### config.mk
export PLATFORM = sky130hd
export DESIGN_NAME = guess_code_engine
export DESIGN_NICKNAME = d
export VERILOG_FILES = /design/src/rtl/guess_code_engine.sv
export SDC_FILE = /design/constraint.sdc
export NUM_CORES = 1
export LEC_CHECK = 0
export CAP_MARGIN = 20
export CORE_ASPECT_RATIO = 1.4
export CORE_MARGIN = 2
export CORE_UTILIZATION = 55
export DETAILED_ROUTE_END_ITERATION = 10
export MAX_ROUTING_LAYER = met4
export PLACE_DENSITY_LB_ADDON = 0.15
export REMOVE_ABC_BUFFERS = 1
export SYNTH_ARGS = -nofsm -noshare
export SYNTH_HDL_FRONTEND = slang
export SYNTH_SLANG_ARGS = --single-unit
### constraint.sdc
create_clock -name clk -period 6.9 [get_ports clk]
set_input_delay 1.035 -clock clk [delete_from_list [all_inputs] [get_ports clk]]
set_output_delay 1.035 -clock clk [all_outputs]
set_load 0.05 [all_outputs]
### src/rtl/guess_code_engine.sv
// rtl/guess_code_engine.sv - two-player code-guessing controller with edge-detected key entry
// Player A stores a secret, player B gets MAX_TURNS guesses scored position by position.
module guess_code_engine #(
  parameter  int NUM_KEYS  = 4,
  parameter  int MAX_LEN   = 7,
  parameter  int MIN_LEN   = 4,
  parameter  int MAX_TURNS = 3,
  localparam int KW        = $clog2(NUM_KEYS),
  localparam int LW        = $clog2(MAX_LEN + 1),
  localparam int TW        = $clog2(MAX_TURNS + 1)
) (
  input  logic                clk,
  input  logic                reset_n,
  input  logic [NUM_KEYS-1:0] key,
  input  logic                enter,
  input  logic                clear,
  output logic [2:0]          phase,
  output logic [LW-1:0]       len_a,
  output logic [LW-1:0]       len_b,
  output logic [TW-1:0]       turns_used,
  output logic [MAX_LEN-1:0]  match_mask,
  output logic                win,
  output logic                lose,
  output logic                equal,
  output logic                bigger,
  output logic                smaller,
  output logic                guess_done,
  output logic                entry_err
);

  typedef enum logic [1:0] {
    S_ENTER_A = 2'd0,
    S_ENTER_B = 2'd1,
    S_WON     = 2'd2,
    S_LOST    = 2'd3
  } state_t;

  localparam logic [LW-1:0]       MAX_L = LW'(MAX_LEN);
  localparam logic [LW-1:0]       MIN_L = LW'(MIN_LEN);
  localparam logic [TW-1:0]       MAX_T = TW'(MAX_TURNS);
  localparam logic [NUM_KEYS-1:0] ONE_K = NUM_KEYS'(1);

  state_t               r_state;
  state_t               w_state_nxt;
  logic [NUM_KEYS-1:0]  r_key_q;
  logic                 r_enter_q;
  logic [LW-1:0]        r_len_a;
  logic [LW-1:0]        r_len_b;
  logic [TW-1:0]        r_turns;
  logic [MAX_LEN-1:0]   r_mask;
  logic                 r_win;
  logic                 r_lose;
  logic                 r_equal;
  logic                 r_bigger;
  logic                 r_smaller;
  logic                 r_guess_done;
  logic                 r_entry_err;
  logic [KW-1:0]        r_sec [MAX_LEN];
  logic [KW-1:0]        r_gs  [MAX_LEN];

  logic [NUM_KEYS-1:0]  w_press;
  logic                 w_enter_p;
  logic                 w_single;
  logic                 w_multi;
  logic [KW-1:0]        w_sym;
  logic [MAX_LEN-1:0]   w_mask;
  logic                 w_win_now;
  logic [TW-1:0]        w_turns_inc;
  logic                 w_store_a;
  logic                 w_store_b;
  logic                 w_eval;
  logic                 w_err;

  assign w_press     = key & ~r_key_q;
  assign w_enter_p   = enter & ~r_enter_q;
  assign w_multi     = (w_press & (w_press - ONE_K)) != '0;
  assign w_single    = (w_press != '0) && !w_multi;
  assign w_turns_inc = r_turns + TW'(1);
  assign w_win_now   = &w_mask;

  always_comb begin
    w_sym = '0;
    for (int k = 0; k < NUM_KEYS; k++) begin
      if (w_press[k]) w_sym = KW'(k);
    end
  end

  // Positions beyond both lengths count as matches so a full mask means a win.
  for (genvar i = 0; i < MAX_LEN; i++) begin : g_mask
    localparam logic [LW-1:0] IDX = LW'(i);
    assign w_mask[i] = ((IDX < r_len_a) && (IDX < r_len_b) && (r_sec[i] == r_gs[i])) ||
                       ((IDX >= r_len_a) && (IDX >= r_len_b));
  end

  always_ff @(posedge clk or negedge reset_n) begin
    if (!reset_n) r_state <= S_ENTER_A;
    else          r_state <= w_state_nxt;
  end

  always_comb begin
    w_state_nxt = r_state;
    w_store_a   = 1'b0;
    w_store_b   = 1'b0;
    w_eval      = 1'b0;
    w_err       = 1'b0;
    if (clear) begin
      w_state_nxt = S_ENTER_A;
    end else begin
      case (r_state)
        S_ENTER_A: begin
          if (r_len_a == MAX_L) begin
            w_state_nxt = S_ENTER_B;
          end else if (w_enter_p) begin
            if (r_len_a >= MIN_L) w_state_nxt = S_ENTER_B;
            else                  w_err = 1'b1;
          end else if (w_multi) begin
            w_err = 1'b1;
          end else if (w_single) begin
            w_store_a = 1'b1;
          end
        end
        S_ENTER_B: begin
          if (w_enter_p) begin
            if (r_len_b < MIN_L) begin
              w_err = 1'b1;
            end else begin
              w_eval = 1'b1;
              if (w_win_now)                 w_state_nxt = S_WON;
              else if (w_turns_inc == MAX_T) w_state_nxt = S_LOST;
            end
          end else if (w_multi) begin
            w_err = 1'b1;
          end else if (w_single) begin
            if (r_len_b == MAX_L) w_err = 1'b1;
            else                  w_store_b = 1'b1;
          end
        end
        default: ;
      endcase
    end
  end

  always_ff @(posedge clk or negedge reset_n) begin
    if (!reset_n) begin
      r_key_q      <= '0;
      r_enter_q    <= 1'b0;
      r_len_a      <= '0;
      r_len_b      <= '0;
      r_turns      <= '0;
      r_mask       <= '0;
      r_win        <= 1'b0;
      r_lose       <= 1'b0;
      r_equal      <= 1'b0;
      r_bigger     <= 1'b0;
      r_smaller    <= 1'b0;
      r_guess_done <= 1'b0;
      r_entry_err  <= 1'b0;
    end else begin
      r_key_q   <= key;
      r_enter_q <= enter;
      if (clear) begin
        r_len_a      <= '0;
        r_len_b      <= '0;
        r_turns      <= '0;
        r_mask       <= '0;
        r_win        <= 1'b0;
        r_lose       <= 1'b0;
        r_equal      <= 1'b0;
        r_bigger     <= 1'b0;
        r_smaller    <= 1'b0;
        r_guess_done <= 1'b0;
        r_entry_err  <= 1'b0;
      end else begin
        r_guess_done <= w_eval;
        r_entry_err  <= w_err;
        if (w_store_a) r_len_a <= r_len_a + LW'(1);
        if (w_store_b) r_len_b <= r_len_b + LW'(1);
        if (w_eval) begin
          r_mask    <= w_mask;
          r_equal   <= (r_len_b == r_len_a);
          r_bigger  <= (r_len_b < r_len_a);
          r_smaller <= (r_len_b > r_len_a);
          if (w_win_now) begin
            r_win <= 1'b1;
          end else begin
            r_turns <= w_turns_inc;
            if (w_turns_inc == MAX_T) r_lose  <= 1'b1;
            else                      r_len_b <= '0;
          end
        end
      end
    end
  end

  // Symbol storage is gated by the length counters, so it needs no reset.
  always_ff @(posedge clk) begin
    for (int i = 0; i < MAX_LEN; i++) begin
      if (w_store_a && (r_len_a == LW'(i))) r_sec[i] <= w_sym;
      if (w_store_b && (r_len_b == LW'(i))) r_gs[i]  <= w_sym;
    end
  end

  assign phase      = {1'b0, r_state};
  assign len_a      = r_len_a;
  assign len_b      = r_len_b;
  assign turns_used = r_turns;
  assign match_mask = r_mask;
  assign win        = r_win;
  assign lose       = r_lose;
  assign equal      = r_equal;
  assign bigger     = r_bigger;
  assign smaller    = r_smaller;
  assign guess_done = r_guess_done;
  assign entry_err  = r_entry_err;

endmodule
# After elaboration in Yosys (flattened, before gate mapping)
# Memories as Yosys holds them, arrays and structs flattened.
# Index checks and enable logic that the tools add are counted.
[op_classes]
n_addsub = 4
n_mul = 0
n_div = 0
order_cmp = 32
n_eq_ne = 30
shifts = 0
n_mux = 129
bitwise_logic = 5
reduce_logical = 71
[ops]
columns = ["operator", "count"]
rows = [
  ["1-bit 2-to-1 mux", 81],
  ["3-bit 2-to-1 mux", 19],
  ["2-bit 2-to-1 mux", 25],
  ["1-bit logical AND", 36],
  ["3-bit == test, second input constant", 8],
  ["2-bit OR reduction", 12],
  ["3-bit >= comparator, first input constant", 6],
  ["3-bit < comparator, first input constant", 6],
  ["2-bit == test", 7],
  ["7-bit 2-to-1 mux", 2],
  ["3-bit by 2-bit == test with 1-bit output, second input constant", 4],
  ["1-bit by 3-bit >= comparator with 1-bit output, first input constant", 4],
  ["2-bit by 3-bit >= comparator with 1-bit output, first input constant", 4],
  ["1-bit by 3-bit < comparator with 1-bit output, first input constant", 4],
  ["2-bit by 3-bit < comparator with 1-bit output, first input constant", 4],
  ["4-bit inequality test, second input constant", 3],
  ["4-bit AND", 2],
  ["2-bit nonzero test", 4],
  ["4-bit nonzero test", 2],
  ["1-bit logical OR", 7],
  ["7-bit AND reduction", 1],
  ["3-bit by 1-bit adder with 3-bit output, second input constant", 2],
  ["3-bit by 1-bit == test with 1-bit output, second input constant", 2],
  ["3-bit logical NOT", 2],
  ["other kinds (22)", 24],
]
[word_totals]
ff_bits = 29
latch_bits = 0
mem_bits_rw = 28
mem_bits_ro = 0
in_bits = 8
elab_cells = 287
mem_count = 2
[mem_list]
columns = ["name", "depth", "width", "read_ports", "rd_clocked_by_memory_dff", "wr", "line_no", "rtl"]
rows = [
  ["r_gs", 7, 2, 7, 0, 1, "59", "logic [KW-1:0] r_gs [MAX_LEN];"],
  ["r_sec", 7, 2, 7, 0, 1, "58", "logic [KW-1:0] r_sec [MAX_LEN];"],
]

# Logic depth before layout (Yosys ltp)
[logic_depth]
ltp_word = 23
ltp_mapped = 9
mapped_depth_nobuf = 7

# Worst setup path before layout
# No wires, ideal clock.
[synth_timing]
kind = "input-to-reg"
start = "input port clear"
end = "memory r_gs[5][0] (netlist bit) (enable)"
arrival_time_ns = 2.397
slack_ns = 4.154
stages = 6
path_buffers = 1
path_cell_list = "clkbuf_1 -> or3b_2 -> nor3_1 -> o211a_1 -> nand2_1 -> nor4_1"
[synth_via]
elab_chain_cells = 11
[synth_rtl]
columns = ["element", "line_no", "rtl"]
rows = [
  ["start: declaration", "16", "input logic clear,"],
  ["1-bit 2-to-1 mux *", "106", "if (clear) begin"],
  ["1-bit logical AND", "199", "if (w_store_b && (r_len_b == LW'(i))) r_gs[i] <= w_sym;"],
  ["1-bit 2-to-1 mux", "199", ""],
  ["1-bit 2-to-1 mux (implied by the code)", "199", ""],
  ["2-bit OR reduction (no source line)", "n/a", ""],
  ["3-bit 2-to-1 mux (no source line) / 1-bit 2-to-1 mux (equally long branches) (6 in a row)", "n/a", ""],
  ["end: declaration", "59", ""],
]
# Mark *: on every way between the ends. The rest lies on a longest branch, timed or not.

# Worst setup path after layout
[layout_timing]
start = "input port clear"
end = "memory r_gs[3][1] (netlist bit) (enable)"
# Same word-level chain as after synthesis.

==> impl_metrics.env <==
export IMPL_post_route_cells_drive_above_1_share_pct=9.47
export IMPL_start_kind="primary input"
export IMPL_synth_async_reset_ratio_pct=50.9
export IMPL_power_frac_comb_pct=10.9
export IMPL_hpwlAfterDp_mm=4.04
export IMPL_status="finished, final reports clean"
export IMPL_layout_commonest_cell="clkdlybuf4s50_1"
export IMPL_clk_pin_slew_ns=0.07
export IMPL_syn_area_um2=2860
export IMPL_setup_worst_path_end_class="register"
export IMPL_power_static_leakage_nw=1.34
export IMPL_initial_core_util_pct=56.3
export IMPL_slew_violations=0
export IMPL_yosysSeqAreaShare_pct=54.8
export IMPL_drc=0
export IMPL_die_w_um=64.9
export IMPL_required_ns=6.94
export IMPL_dieArea_um2=5800
export IMPL_finalPower_mw=0.761
export IMPL_clock_skew_ns=0.00596
export IMPL_clockRootBuffer="clkbuf_8"
export IMPL_dr_pass1_iters=4
export IMPL_grt_overflow_total=0
export IMPL_p_sw_mw=0.196
export IMPL_multiInputGateArea_um2=1190
export IMPL_startpoint="clear"
export IMPL_fillCellCount=397
export IMPL_max_cap_viol_count=0
export IMPL_pwr_density_cell_nw_per_um2=225
export IMPL_first_global_vias=2019
export IMPL_hold_buffers=0
export IMPL_final_hold_viol_count=0
export IMPL_gp_congestion=0.856
export IMPL_synth_distinct_cells=55
export IMPL_setup_viol=0
export IMPL_cts_sinks=57
export IMPL_synth_flop_cell="dfrtp_1"
export IMPL_h_tree_depth=3
export IMPL_register_area_um2=1570
export IMPL_nets=301
export IMPL_critPathKind="primary input to register"
export IMPL_ys_warn_count=0
export IMPL_avgSynthCellArea_um2=11.4
export IMPL_final_cell_mix="clkdlybuf4s50_1, dfrtp_1, edfxtp_1"
export IMPL_core_area_um2=5080
export IMPL_diodes=0
export IMPL_drt_iter0_markers=107
export IMPL_seq_power_share_pct=49.0
export IMPL_slew_headroom_pct=32.3
export IMPL_rsz0062_at_grt="false"
export IMPL_swShare_pct=25.8
export IMPL_cts_buffers=9
export IMPL_ios=33
export IMPL_p_int_mw=0.565
export IMPL_die_h_um=89.3
export IMPL_post_route_period_util_pct=49.8
export IMPL_hold_path_class="register to register"
export IMPL_cts_tree="built"
export IMPL_r2r_start="len_a[1]"
export IMPL_grt_pass1_wl_mm=9.75
export IMPL_clkLatencyLatePin_ns=0.34
export IMPL_hp_start="bigger"
export IMPL_tns_ns=0
export IMPL_ant_nets=0
export IMPL_worst_r2r_setup_slack_ns=4.04
export IMPL_syn_to_final_growth_pct=18.4
export IMPL_ir_drop_v=0.000237
export IMPL_ys_seq_elements=57
export IMPL_postCtsSetupBuffers=0
export IMPL_antenna_found_initial=0
export IMPL_cts_max_path_buffers=2
export IMPL_arrival_ns=3.47
export IMPL_row_count=31
export IMPL_critPathMaxFanout=20
export IMPL_io_buffers=31
export IMPL_viasPerCell=5.79
export IMPL_tightest_slew_ns=1.01
export IMPL_vias=2032
export IMPL_cts_resized=0
export IMPL_min_period_ns=3.44
export IMPL_syn_inst=250
export IMPL_track_usage_pct=23.6
export IMPL_max_freq_mhz=291
export IMPL_synth_edf_count=28
export IMPL_finalWirelength_mm=5.94
export IMPL_grt_max_degree=30
export IMPL_clockPowerShare_pct=40.1
export IMPL_avgRoutedWirePerCell_um=16.9
## worst max-delay path, stage by stage
cell             delay, ns
clkdlybuf4s50_1       0.77
or3b_2                0.63
nor3_1                0.15
o211a_1               0.32
nor2b_1               0.31
nor2b_1               0.24
## kinds of logic after synthesis
logic type | synth area share, %
AOI/OAI and AO/OA | 12.1
and+or+nand+nor | 16.8
other | 0.131
xor gates and xnor gates | 4.90
buffers and inverters | 3.46
DFF | 54.8
muxes | 1.75
adders and majority gates | 6.04
## Yosys cell counts, types with 4 or more instances
library cell | n | area [um2]
clkbuf_1 | 4 | 15.0
a21oi_1 | 8 | 40.0
nor2_1 | 16 | 60.1
nand2b_1 | 8 | 50.1
nor2b_1 | 5 | 31.3
and3_1 | 5 | 31.3
o21ai_0 | 16 | 80.1
dfrtp_1 | 29 | 726
and2_1 | 5 | 31.3
mux2i_1 | 5 | 50.1
xnor2_1 | 10 | 87.6
xor2_1 | 6 | 52.6
a31oi_1 | 4 | 25.0
nand3_1 | 4 | 20.0
nor3_2 | 4 | 40.0
inv_1 | 8 | 30.0
nand2_1 | 14 | 52.6
ha_1 | 13 | 163
buf_2 | 7 | 35.0
edfxtp_1 | 28 | 841
nor3_1 | 6 | 30.0
## layout make-up
cell class                 instances  area share (%)
clock inverter                     6            1.70
inverter                           8           0.887
sequential                        57            46.3
clock buffer                      10            4.07
multi-input combinational        172            35.3
timing repair buffer              32            9.39
tap                               66            2.44
## per-stage QoR
| stage | hold WS, ns | instances | cell area, um2 | util, % | setup WS [ns] |
|---|---|---|---|---|---|
| 3_3_place_gp | 0.461 | 335 | 3190 | 62.8 | 3.21 |
| 4_1_cts | 0.484 | 351 | 3390 | 66.6 | 3.50 |
| 5_1_grt | 0.508 | 351 | 3390 | 66.6 | 3.34 |
| 3_5_place_dp | 0.469 | 335 | 3190 | 62.8 | 3.17 |
| 2_1_floorplan | 0.562 | 237 | 2790 | - | 4.22 |
| 6_report | 0.484 | 351 | 3390 | 66.6 | 3.46 |
## registers in the layout (all words and copies together) (netlist names)
register / flops
guess_done: 1
equal: 1
r_sec: 14
match_mask: 7
turns_used: 2
r_state: 2
len_a: 3
entry_err: 1
win: 1
len_b: 3
r_gs: 14
lose: 1
smaller: 1
r_enter_q: 1
r_key_q: 4
bigger: 1
## routing by layer
| metal | wire, um | vias up | global-route usage, % |
|---|---|---|---|
| met2 | 3060 | 52 | 38.1 |
| met3 | 256 | 13 | 6.93 |
| met5 | 0 | - | - |
| met1 | 2470 | 1001 | 27.1 |
| li1 | - | 966 | - |
| met4 | 142 | 0 | 11.6 |
## path summary, 6_finish.rpt
check / endpoint / cells after the start
worst min register to register: bigger / 2
max in group asynchronous: len_a[2] / 2
worst max register to register: r_sec[5][1] / 6
worst min-delay path: bigger / 2
min in group asynchronous: turns_used[1] / 2
worst max-delay path: r_gs[3][1] / 6
## power by group through the flow
stage	clock (mW)	sequential [mW]	combinational (mW)
final	0.305	0.373	0.0828
after global routing	0.326	0.374	0.0911
after CTS	0.309	0.373	0.0825
after detailed placement	0	0.380	0.0816
after global placement	0	0.380	0.0804
after floorplan	0	0.385	0.0448
No activity file was read; power rests on OpenSTA's default activity.
